$ cat src/rtl/csr_access_unit_if.sv
// CSR block bus between the access unit (master) and the CSR register block (slave).
// Read data is combinational on csrReadEnable/csrAddress.
interface csr_access_unit_if;
    localparam int unsigned ADDR_W = 12;
    localparam int unsigned DATA_W = 32;

    logic              csrReadEnable;
    logic              csrWriteEnable;
    logic [ADDR_W-1:0] csrAddress;
    logic [DATA_W-1:0] csrWriteData;
    logic [DATA_W-1:0] csrReadData;

    modport master (
        output csrReadEnable,
        output csrWriteEnable,
        output csrAddress,
        output csrWriteData,
        input  csrReadData
    );

    modport slave (
        input  csrReadEnable,
        input  csrWriteEnable,
        input  csrAddress,
        input  csrWriteData,
        output csrReadData
    );
endinterface

$ cat src/rtl/csr_access_unit.sv
// Zicsr executor: fixed read / modify+write / done sequence against the CSR block,
// returning the old CSR value for rd.
module csr_access_unit #(
    parameter bit RO_CHECK = 1'b1,
    localparam int unsigned ADDR_W = 12,
    localparam int unsigned DATA_W = 32,
    localparam int unsigned REG_W  = 5
) (
    input  logic              clk,
    input  logic              rst,
    input  logic              start,
    input  logic [2:0]        funct3,
    input  logic [ADDR_W-1:0] address,
    input  logic [REG_W-1:0]  rs1Index,
    input  logic [DATA_W-1:0] rs1Data,
    input  logic [REG_W-1:0]  rdIndex,
    input  logic              flush,
    output logic              busy,
    output logic              done,
    output logic              illegal,
    output logic              rdWriteEnable,
    output logic [REG_W-1:0]  rdIndexOut,
    output logic [DATA_W-1:0] rdWriteData,
    csr_access_unit_if.master csrBus
);

    typedef enum logic [1:0] {
        IDLE  = 2'd0,
        READ  = 2'd1,
        WRITE = 2'd2,
        DONE  = 2'd3
    } state_t;

    state_t            state;
    logic [1:0]        opQ;
    logic [ADDR_W-1:0] addressQ;
    logic [DATA_W-1:0] operandQ;
    logic [DATA_W-1:0] oldValue;
    logic              doWriteQ;
    logic              illegalQ;
    logic              readEnQ;
    logic              writeEnQ;
    logic [ADDR_W-1:0] busAddrQ;
    logic [DATA_W-1:0] writeDataQ;

    logic              accDoRead;
    logic              accDoWrite;
    logic              accIllegal;
    logic [DATA_W-1:0] accOperand;
    logic [DATA_W-1:0] readValue;
    logic [DATA_W-1:0] modValue;

    // Decode of the incoming request, used only on the accepting edge.
    always_comb begin
        accDoRead  = !(funct3[1:0] == 2'b01 && rdIndex == '0);
        accDoWrite = (funct3[1:0] == 2'b01) || (rs1Index != '0);
        accIllegal = (funct3[1:0] == 2'b00) ||
                     (RO_CHECK && (address[11:10] == 2'b11) && accDoWrite);
        accOperand = funct3[2] ? DATA_W'(rs1Index) : rs1Data;
    end

    // Read-modify value computed from the live read data during READ.
    always_comb begin
        readValue = readEnQ ? csrBus.csrReadData : '0;
        modValue  = '0;
        case (opQ)
            2'b01:   modValue = operandQ;
            2'b10:   modValue = readValue | operandQ;
            2'b11:   modValue = readValue & ~operandQ;
            default: modValue = '0;
        endcase
    end

    // A flush or reset in the WRITE cycle must kill the strobe in that same cycle.
    assign csrBus.csrReadEnable  = readEnQ;
    assign csrBus.csrWriteEnable = writeEnQ && !flush && !rst;
    assign csrBus.csrWriteData   = csrBus.csrWriteEnable ? writeDataQ : '0;
    assign csrBus.csrAddress     = busAddrQ;

    always_ff @(posedge clk) begin
        if (rst) begin
            state         <= IDLE;
            opQ           <= '0;
            addressQ      <= '0;
            operandQ      <= '0;
            oldValue      <= '0;
            doWriteQ      <= 1'b0;
            illegalQ      <= 1'b0;
            readEnQ       <= 1'b0;
            writeEnQ      <= 1'b0;
            busAddrQ      <= '0;
            writeDataQ    <= '0;
            busy          <= 1'b0;
            done          <= 1'b0;
            illegal       <= 1'b0;
            rdWriteEnable <= 1'b0;
            rdIndexOut    <= '0;
            rdWriteData   <= '0;
        end else begin
            readEnQ       <= 1'b0;
            writeEnQ      <= 1'b0;
            busAddrQ      <= '0;
            writeDataQ    <= '0;
            done          <= 1'b0;
            illegal       <= 1'b0;
            rdWriteEnable <= 1'b0;
            rdWriteData   <= '0;

            case (state)
                IDLE: begin
                    if (start && !flush) begin
                        state      <= READ;
                        busy       <= 1'b1;
                        opQ        <= funct3[1:0];
                        addressQ   <= address;
                        operandQ   <= accOperand;
                        rdIndexOut <= rdIndex;
                        doWriteQ   <= accDoWrite;
                        illegalQ   <= accIllegal;
                        readEnQ    <= accDoRead && !accIllegal;
                        busAddrQ   <= address;
                    end
                end
                READ: begin
                    oldValue <= readValue;
                    if (flush) begin
                        state <= IDLE;
                        busy  <= 1'b0;
                    end else begin
                        state      <= WRITE;
                        busAddrQ   <= addressQ;
                        writeEnQ   <= doWriteQ && !illegalQ;
                        writeDataQ <= (doWriteQ && !illegalQ) ? modValue : '0;
                    end
                end
                WRITE: begin
                    if (flush) begin
                        state <= IDLE;
                        busy  <= 1'b0;
                    end else begin
                        state         <= DONE;
                        done          <= 1'b1;
                        illegal       <= illegalQ;
                        rdWriteEnable <= !illegalQ && (rdIndexOut != '0);
                        rdWriteData   <= oldValue;
                    end
                end
                DONE: begin
                    // Write already committed, so a flush here changes nothing.
                    state <= IDLE;
                    busy  <= 1'b0;
                end
                default: begin
                    state <= IDLE;
                    busy  <= 1'b0;
                end
            endcase
        end
    end

endmodule

$ cat src/flat_wrapper.sv
// flat-port wrapper written by rule: the top's interface ports become plain ports
module csr_access_unit_flat 
#(
    parameter bit RO_CHECK = 1'b1,
    localparam int unsigned ADDR_W = 12,
    localparam int unsigned DATA_W = 32,
    localparam int unsigned REG_W  = 5
)
  (clk, rst, start, funct3, address, rs1Index, rs1Data, rdIndex, flush, busy, done, illegal, rdWriteEnable, rdIndexOut, rdWriteData, csrBus_csrReadEnable, csrBus_csrWriteEnable, csrBus_csrAddress, csrBus_csrWriteData, csrBus_csrReadData);
  csr_access_unit_if csrBus_i ();
  input  logic clk;
  input  logic rst;
  input  logic start;
  input  logic [2:0] funct3;
  input  logic [ADDR_W-1:0] address;
  input  logic [REG_W-1:0] rs1Index;
  input  logic [DATA_W-1:0] rs1Data;
  input  logic [REG_W-1:0] rdIndex;
  input  logic flush;
  output logic busy;
  output logic done;
  output logic illegal;
  output logic rdWriteEnable;
  output logic [REG_W-1:0] rdIndexOut;
  output logic [DATA_W-1:0] rdWriteData;
  output wire logic [$bits(csrBus_i.csrReadEnable)-1:0] csrBus_csrReadEnable;
  output wire logic [$bits(csrBus_i.csrWriteEnable)-1:0] csrBus_csrWriteEnable;
  output wire logic [$bits(csrBus_i.csrAddress)-1:0] csrBus_csrAddress;
  output wire logic [$bits(csrBus_i.csrWriteData)-1:0] csrBus_csrWriteData;
  input wire logic [$bits(csrBus_i.csrReadData)-1:0] csrBus_csrReadData;
  assign csrBus_csrReadEnable = csrBus_i.csrReadEnable;
  assign csrBus_csrWriteEnable = csrBus_i.csrWriteEnable;
  assign csrBus_csrAddress = csrBus_i.csrAddress;
  assign csrBus_csrWriteData = csrBus_i.csrWriteData;
  assign csrBus_i.csrReadData = csrBus_csrReadData;
  csr_access_unit #(.RO_CHECK(RO_CHECK)) u_core (.clk(clk), .rst(rst), .start(start), .funct3(funct3), .address(address), .rs1Index(rs1Index), .rs1Data(rs1Data), .rdIndex(rdIndex), .flush(flush), .busy(busy), .done(done), .illegal(illegal), .rdWriteEnable(rdWriteEnable), .rdIndexOut(rdIndexOut), .rdWriteData(rdWriteData), .csrBus(csrBus_i));
endmodule
$ cat config.mk
export PLATFORM = sky130hd
export DESIGN_NAME = csr_access_unit_flat
export DESIGN_NICKNAME = d
export VERILOG_FILES = /design/src/rtl/csr_access_unit_if.sv /design/src/rtl/csr_access_unit.sv /design/src/flat_wrapper.sv
export SDC_FILE = /design/constraint.sdc
export NUM_CORES = 1
export LEC_CHECK = 0
export CAP_MARGIN = 40
export CORE_MARGIN = 5
export CORE_UTILIZATION = 52
export CTS_CLUSTER_SIZE = 25
export DETAILED_ROUTE_END_ITERATION = 6
export PLACE_DENSITY = 0.92
export SLEW_MARGIN = 10
export SYNTH_ARGS = -nofsm -noshare
export SYNTH_HDL_FRONTEND = slang
export SYNTH_SLANG_ARGS = --single-unit
$ cat constraint.sdc
create_clock -name clk -period 4.3 [get_ports clk]
set_input_delay 0.86 -clock clk [delete_from_list [all_inputs] [get_ports clk]]
set_output_delay 0.86 -clock clk [all_outputs]
set_load 0.005 [all_outputs]
==> results of run 1 <==
[worst min-delay path by stage]
stage	to	start	slack (ps)	depth (start not counted)
finish	u_core.csrBus.csrAddress[11]	u_core.addressQ[11]	450	2
global route	u_core.rdWriteData[24]	u_core.oldValue[24]	470	1
CTS	u_core.addressQ[9]	u_core.addressQ[9]	460	2
detailed placement	u_core.rdWriteData[1]	u_core.oldValue[1]	440	1
global placement	u_core.rdWriteData[22]	u_core.oldValue[22]	440	1
floorplan	u_core.rdWriteData[0]	u_core.oldValue[0]	430	1
[tightest hold or removal path, delay by kind of cell, from the launching register on]
kind	cells	cell delay (ps)
flip-flops	1	310
AO/OA/AOI/OAI	1	50
AND/OR/NAND/NOR	1	50
[per-stage QoR]
step | total power, uW | util [%]
floorplan | 1790 | -
global route | 3490 | 72.8
finish | 3380 | 72.8
detailed placement | 1940 | 68.2
CTS | 3390 | 72.8
global placement | 1930 | 67.5
[state kept, by name, indices dropped and copies added (netlist names), 2 cells and up]
signal / flops
u_core.operandQ: 32
u_core.addressQ: 12
u_core.oldValue: 32
u_core.csrBus.csrAddress: 12
u_core.writeDataQ: 32
u_core.opQ: 2
u_core.rdWriteData: 32
u_core.state: 2
u_core.rdIndexOut: 5
[area by class of cell]
class	instances	area, sq um
clock buffer	21	480
clock inverter	11	96.3
fill	890	3410
inverter	3	11.3
multi-input combinational	505	2990
sequential	169	3390
tap	172	215
timing repair buffer	195	1970
[cells in the mapped netlist, types with 2 or more instances]
library cell and n:
dfxtp_1 169, a21oi_1 124, nand2_1 83, and2_1 65, nand2b_1 57, nand3b_1 56
clkbuf_1 38, nand3_1 34, a311oi_1 25, buf_2 14, nor2_1 14, buf_1 7
nor2b_1 6, a211oi_2 5, mux2i_1 5, nand4b_1 5, o21ai_0 4, and3b_1 3
ha_1 3, inv_1 3, nor3_1 3, buf_4 2, buf_6 2, nor3b_1 2
[power groups by stage]
stage,Combinational [uW],Clock [uW],Sequential (uW)
CTS,288,1480,1620
global placement,266,0,1660
detailed placement,285,0,1660
finish,288,1470,1620
floorplan,146,0,1640
global route,310,1550,1630
[layer usage]
metal	share of wire [%]	global-route usage (%)	vias up
met1	41	28.2	2701
li1	-	-	2836
met3	7.7	6.50	27
met4	1.7	8.44	0
met5	0	0	-
met2	50	41.0	205
[logic make-up (layout without fill, tap and decap cells)]
family          after synthesis  count (layout)
fa+ha+maj                     3               3
compound gates              162             162
flops                       169             169
mux                           5               5
buf+inv                      67             230
xor+xnor                      1               1
simple gates                334             334
==> impl_metrics.env, run 1 <==
export IMPL_slew_headroom_pct=39.1
export IMPL_switching_power_uw=775
export IMPL_hold_viol=0
export IMPL_avgRoutedWirePerCell_um=16.6
export IMPL_p_comb_share_pct=8.5
export IMPL_crit_family="buffers and inverters"
export IMPL_core_area_sq_mm=0.0126
export IMPL_yosysSeqAreaShare_pct=50.8
export IMPL_clk_latency_ps=420
export IMPL_critical_path_class="input port to primary output"
export IMPL_cts_setup_buffers=0
export IMPL_postSynthRegisterBits=169
export IMPL_route_detailed_drc=0
export IMPL_fin_crit_ps=3620
export IMPL_p_int_uw=2600
export IMPL_clk_pin_slew_ps=70
export IMPL_cts_tree="done"
export IMPL_place_inst=1044
export IMPL_clock_path_buffers=2
export IMPL_die_y_um=123
export IMPL_setup_viol=0
export IMPL_path_common_cell="clkdlybuf4s50_1"
export IMPL_synth_xor_area_share_pct=0.132
export IMPL_post_place_ws_ps=679
export IMPL_rows=41
export IMPL_antenna_found_initial=0
export IMPL_clockPowerShare_pct=43.4
export IMPL_grt_max_degree=65
export IMPL_syn_avg_cell_area_sq_um=8.98
export IMPL_hold_slack_ps=453
export IMPL_reg2reg_from="u_core.state[1]"
export IMPL_layout_commonest_cell="clkdlybuf4s50_1"
export IMPL_final_area_sq_mm=0.00915
export IMPL_fin_worst_skew_ps=14.4
export IMPL_endpoint_kind="primary output"
export IMPL_grt_pass1_wl_mm=28.2
export IMPL_crit_end="csrBus_csrWriteData[0]"
export IMPL_finalSetupTns_ps=0
export IMPL_cts_sinks=169
export IMPL_drive_above_1_share_pct=7.19
export IMPL_swShare_pct=22.9
export IMPL_synth_top_family_by_area="simple AND/OR/NAND/NOR gates"
export IMPL_cp_arrival_ps=2760
export IMPL_grt_util_all_layers_pct=23.7
export IMPL_worst_ep_required_time_ps=3440
export IMPL_drt_iter0_drc=506
export IMPL_fin_nets=987
export IMPL_maxSlewViolCount=0
export IMPL_cts_hold_buf=0
export IMPL_yosys_warnings=0
export IMPL_finalCritPeriodShare_pct=84.2
export IMPL_htree_levels=4
export IMPL_fmax_mhz=276
export IMPL_initial_core_util_pct=53.0
export IMPL_gp_congestion=0.835
export IMPL_netlist_area_sq_mm=0.00666
export IMPL_reg2reg_depth=8
export IMPL_cts_root_buf="clkbuf_16"
export IMPL_io_pins=180
export IMPL_ir_drop_uv=242
export IMPL_synth_top_area_share_pct=50.8
export IMPL_instances_no_fill=1076
export IMPL_synth_cell_types=36
export IMPL_avgViaCountPerCell=5.36
export IMPL_synth_fa_ha_area_share_pct=0.564
export IMPL_synth_edff_count=0
export IMPL_async_flop_share_pct=0
export IMPL_grt_pass1_vias=5685
export IMPL_crit_chain="clkdlybuf4s50_1, nor3b_2, buf_4, and2_1, clkdlybuf4s50_1"
export IMPL_synthFlopType="dfxtp_1"
export IMPL_numCtsBuffers=17
export IMPL_die_area_sq_mm=0.0152
export IMPL_hpwl_mm=12.3
export IMPL_synth_compound_area_share_pct=14.6
export IMPL_syn_nets=837
export IMPL_slowest_delay_ps=590
export IMPL_die_width_um=123
export IMPL_pwr_share_seq_pct=48.1
export IMPL_rrSetupSlack_ps=2020
export IMPL_tightest_slew_ps=914
export IMPL_yosys_area_share_simple_pct=28.7
export IMPL_synth_mux_area_share_pct=0.752
export IMPL_power_leakage_uw=0.00308
export IMPL_maxCapViolations=0
export IMPL_p_per_area_mw_per_mm2=369
export IMPL_fin_ws_ps=681
export IMPL_antennaDiodeCount=0
export IMPL_syn_to_final_growth_pct=37.5
export IMPL_startpoint="flush"
export IMPL_post_dp_cell_area_sq_mm=0.00858
export IMPL_ant_nets=0
export IMPL_path_buf_inv=3
export IMPL_post_cts_resized=0
export IMPL_final_cell_mix="clkdlybuf4s50_1 (178), dfxtp_1 (166), a21oi_1 (124), nand2_1 (83), and2_1 (65)"
export IMPL_synthCells=741
export IMPL_io_buffers=179
export IMPL_crit_cells=5
export IMPL_gr_total_overflow=0
export IMPL_synthDominantAreaCellType="dfxtp_1"
export IMPL_netlist_top_cells_area="dfxtp_1 (51%), a21oi_1 (9.3%), nand3b_1 (6.3%)"
export IMPL_worstPathMaxFanout=29
export IMPL_slowest_stage="clkdlybuf4s50_1"
export IMPL_hp_class="flop to flop"
export IMPL_vias=5769
export IMPL_drt_wl_total_mm=17.8
export IMPL_cp_start_kind="input port"
export IMPL_drtPass1Iterations=5
export IMPL_reg2reg_to="u_core.writeDataQ[29]"
export IMPL_rsz0062_at_grt="false"
export IMPL_status="finished clean"
Note: power is estimated with default switching activity, not from simulation.
==> run 2: changes to the inputs <==
--- a/config.mk
+++ b/config.mk
@@ -7,10 +7,10 @@
 export LEC_CHECK = 0
 export CAP_MARGIN = 40
 export CORE_MARGIN = 5
-export CORE_UTILIZATION = 52
+export CORE_UTILIZATION = 44
 export CTS_CLUSTER_SIZE = 25
 export DETAILED_ROUTE_END_ITERATION = 6
-export PLACE_DENSITY = 0.92
+export PLACE_DENSITY = 0.84
 export SLEW_MARGIN = 10
 export SYNTH_ARGS = -nofsm -noshare
 export SYNTH_HDL_FRONTEND = slang
==> constraint.sdc (replaced) <==
create_clock -name clk -period 3.2 [get_ports clk]
set_input_delay 0.64 -clock clk [delete_from_list [all_inputs] [get_ports clk]]
set_output_delay 0.64 -clock clk [all_outputs]
set_load 0.005 [all_outputs]
==> impl_metrics.env, run 2 (synthesized netlist as in run 1, its figures left out) <==
export IMPL_drt_wl_total_mm=17.3
export IMPL_layout_commonest_cell="clkdlybuf4s50_1"
export IMPL_cts_root_buf="clkbuf_16"
export IMPL_core_area_sq_mm=0.0150
export IMPL_grt_pass1_vias=5489
export IMPL_instances_no_fill=1095
export IMPL_ant_nets=0
export IMPL_clockPowerShare_pct=43.9
export IMPL_drtPass1Iterations=5
export IMPL_tightest_slew_ps=699
export IMPL_cp_start_kind="input port"
export IMPL_gp_congestion=0.824
export IMPL_cts_hold_buf=0
export IMPL_switching_power_uw=1020
export IMPL_numCtsBuffers=17
export IMPL_place_inst=1063
export IMPL_cts_setup_buffers=0
export IMPL_grt_pass1_wl_mm=27.8
export IMPL_rsz0062_at_grt="false"
export IMPL_fin_worst_skew_ps=5.64
export IMPL_finalSetupTns_ps=0
export IMPL_final_cell_mix="clkdlybuf4s50_1 (178), dfxtp_1 (166), a21oi_1 (124), nand2_1 (83), and2_1 (65)"
export IMPL_io_buffers=179
export IMPL_syn_to_final_growth_pct=38.4
export IMPL_worstPathMaxFanout=22
export IMPL_pwr_share_seq_pct=47.6
export IMPL_grt_max_degree=66
export IMPL_endpoint_kind="primary output"
export IMPL_slew_headroom_pct=53.4
export IMPL_route_detailed_drc=0
export IMPL_worst_ep_required_time_ps=2560
export IMPL_antenna_found_initial=0
export IMPL_fillers=1310
export IMPL_cts_tree="done"
export IMPL_ir_drop_uv=329
export IMPL_fin_crit_ps=2890
export IMPL_die_area_sq_mm=0.0177
export IMPL_vias=5586
export IMPL_die_y_um=133
export IMPL_swShare_pct=22.3
export IMPL_power_leakage_uw=0.00309
export IMPL_reg2reg_depth=6
export IMPL_initial_core_util_pct=44.3
export IMPL_p_per_area_mw_per_mm2=497
export IMPL_hold_viol=0
export IMPL_setup_viol=0
export IMPL_maxSlewViolCount=0
export IMPL_antennaDiodeCount=0
export IMPL_clk_pin_slew_ps=60
export IMPL_rows=45
export IMPL_hp_class="flop to flop"
export IMPL_fmax_mhz=346
export IMPL_grt_util_all_layers_pct=19.6
export IMPL_fin_nets=990
export IMPL_drive_above_1_share_pct=7.50
export IMPL_status="finished clean"
export IMPL_maxCapViolations=0
export IMPL_avgRoutedWirePerCell_um=15.8
export IMPL_finalCritPeriodShare_pct=90.3
export IMPL_cts_sinks=169
export IMPL_clk_latency_ps=410
export IMPL_hpwl_mm=11.9
export IMPL_whs_path_depth=1
export IMPL_p_int_uw=3560
export IMPL_p_comb_share_pct=8.6
export IMPL_gr_total_overflow=0
export IMPL_io_pins=180
export IMPL_avgViaCountPerCell=5.10
export IMPL_cp_arrival_ps=2250
export IMPL_die_width_um=133
export IMPL_post_cts_resized=0
export IMPL_drt_iter0_drc=350
export IMPL_htree_levels=4
export IMPL_critical_path_class="input port to primary output"
export IMPL_clock_path_buffers=2
run 2: power groups by stage:
stage / Combinational [uW] / Clock (uW) / Sequential, uW
4_1_cts: 394 / 2050 / 2180
3_5_place_dp: 391 / 0 / 2220
5_1_grt: 427 / 2160 / 2180
3_3_place_gp: 376 / 0 / 2230
2_1_floorplan: 196 / 0 / 2210
6_report: 392 / 2010 / 2180
run 2: path summary, 6_finish.rpt:
kind	slack, ps	startpoint	end
worst max-delay path	310	flush	csrBus_csrWriteData[3]
worst min-delay path	450	u_core.oldValue[5]	u_core.rdWriteData[5]
worst max register to register	1310	u_core.state[0]	u_core.operandQ[2]
worst min register to register	450	u_core.oldValue[5]	u_core.rdWriteData[5]
run 2: final cells by class:
class                   instances  area, sq um  share of cell area, %
clock buffers                  21          470                   5.11
well taps                     188          235                   2.55
flip-flops and latches        169         3390                   36.8
repair buffers                198         1990                   21.6
clock inverters                11          120                   1.30
inverters                       3         11.3                  0.122
multi-input cells             505         3000                   32.6
run 2: per-layer routing:
metal	track usage, %	wire length (um)	vias up
li1	-	-	2841
met1	24.9	7670	2560
met2	31.2	8120	168
met3	6.73	1220	17
met4	6.93	257	0
met5	0	0	-
run 2: worst max-delay path, stage by stage:
cell and delay [ps]:
clkdlybuf4s50_1 430, nor3b_2 220, buf_4 280, and2_1 160
clkdlybuf4s50_1 510
run 2: metrics by stage:
step                power (uW)  setup WS [ps]  cell area [sq um]  utilization [%]  hold WS [ps]
floorplan                 2410           1180               6660                -           431
global placement          2600            342               8570             57.0           437
detailed placement        2620            287               8620             57.4           439
CTS                       4630            284               9210             61.3           454
global route              4770            215               9210             61.3           474
finish                    4580            310               9210             61.3           452
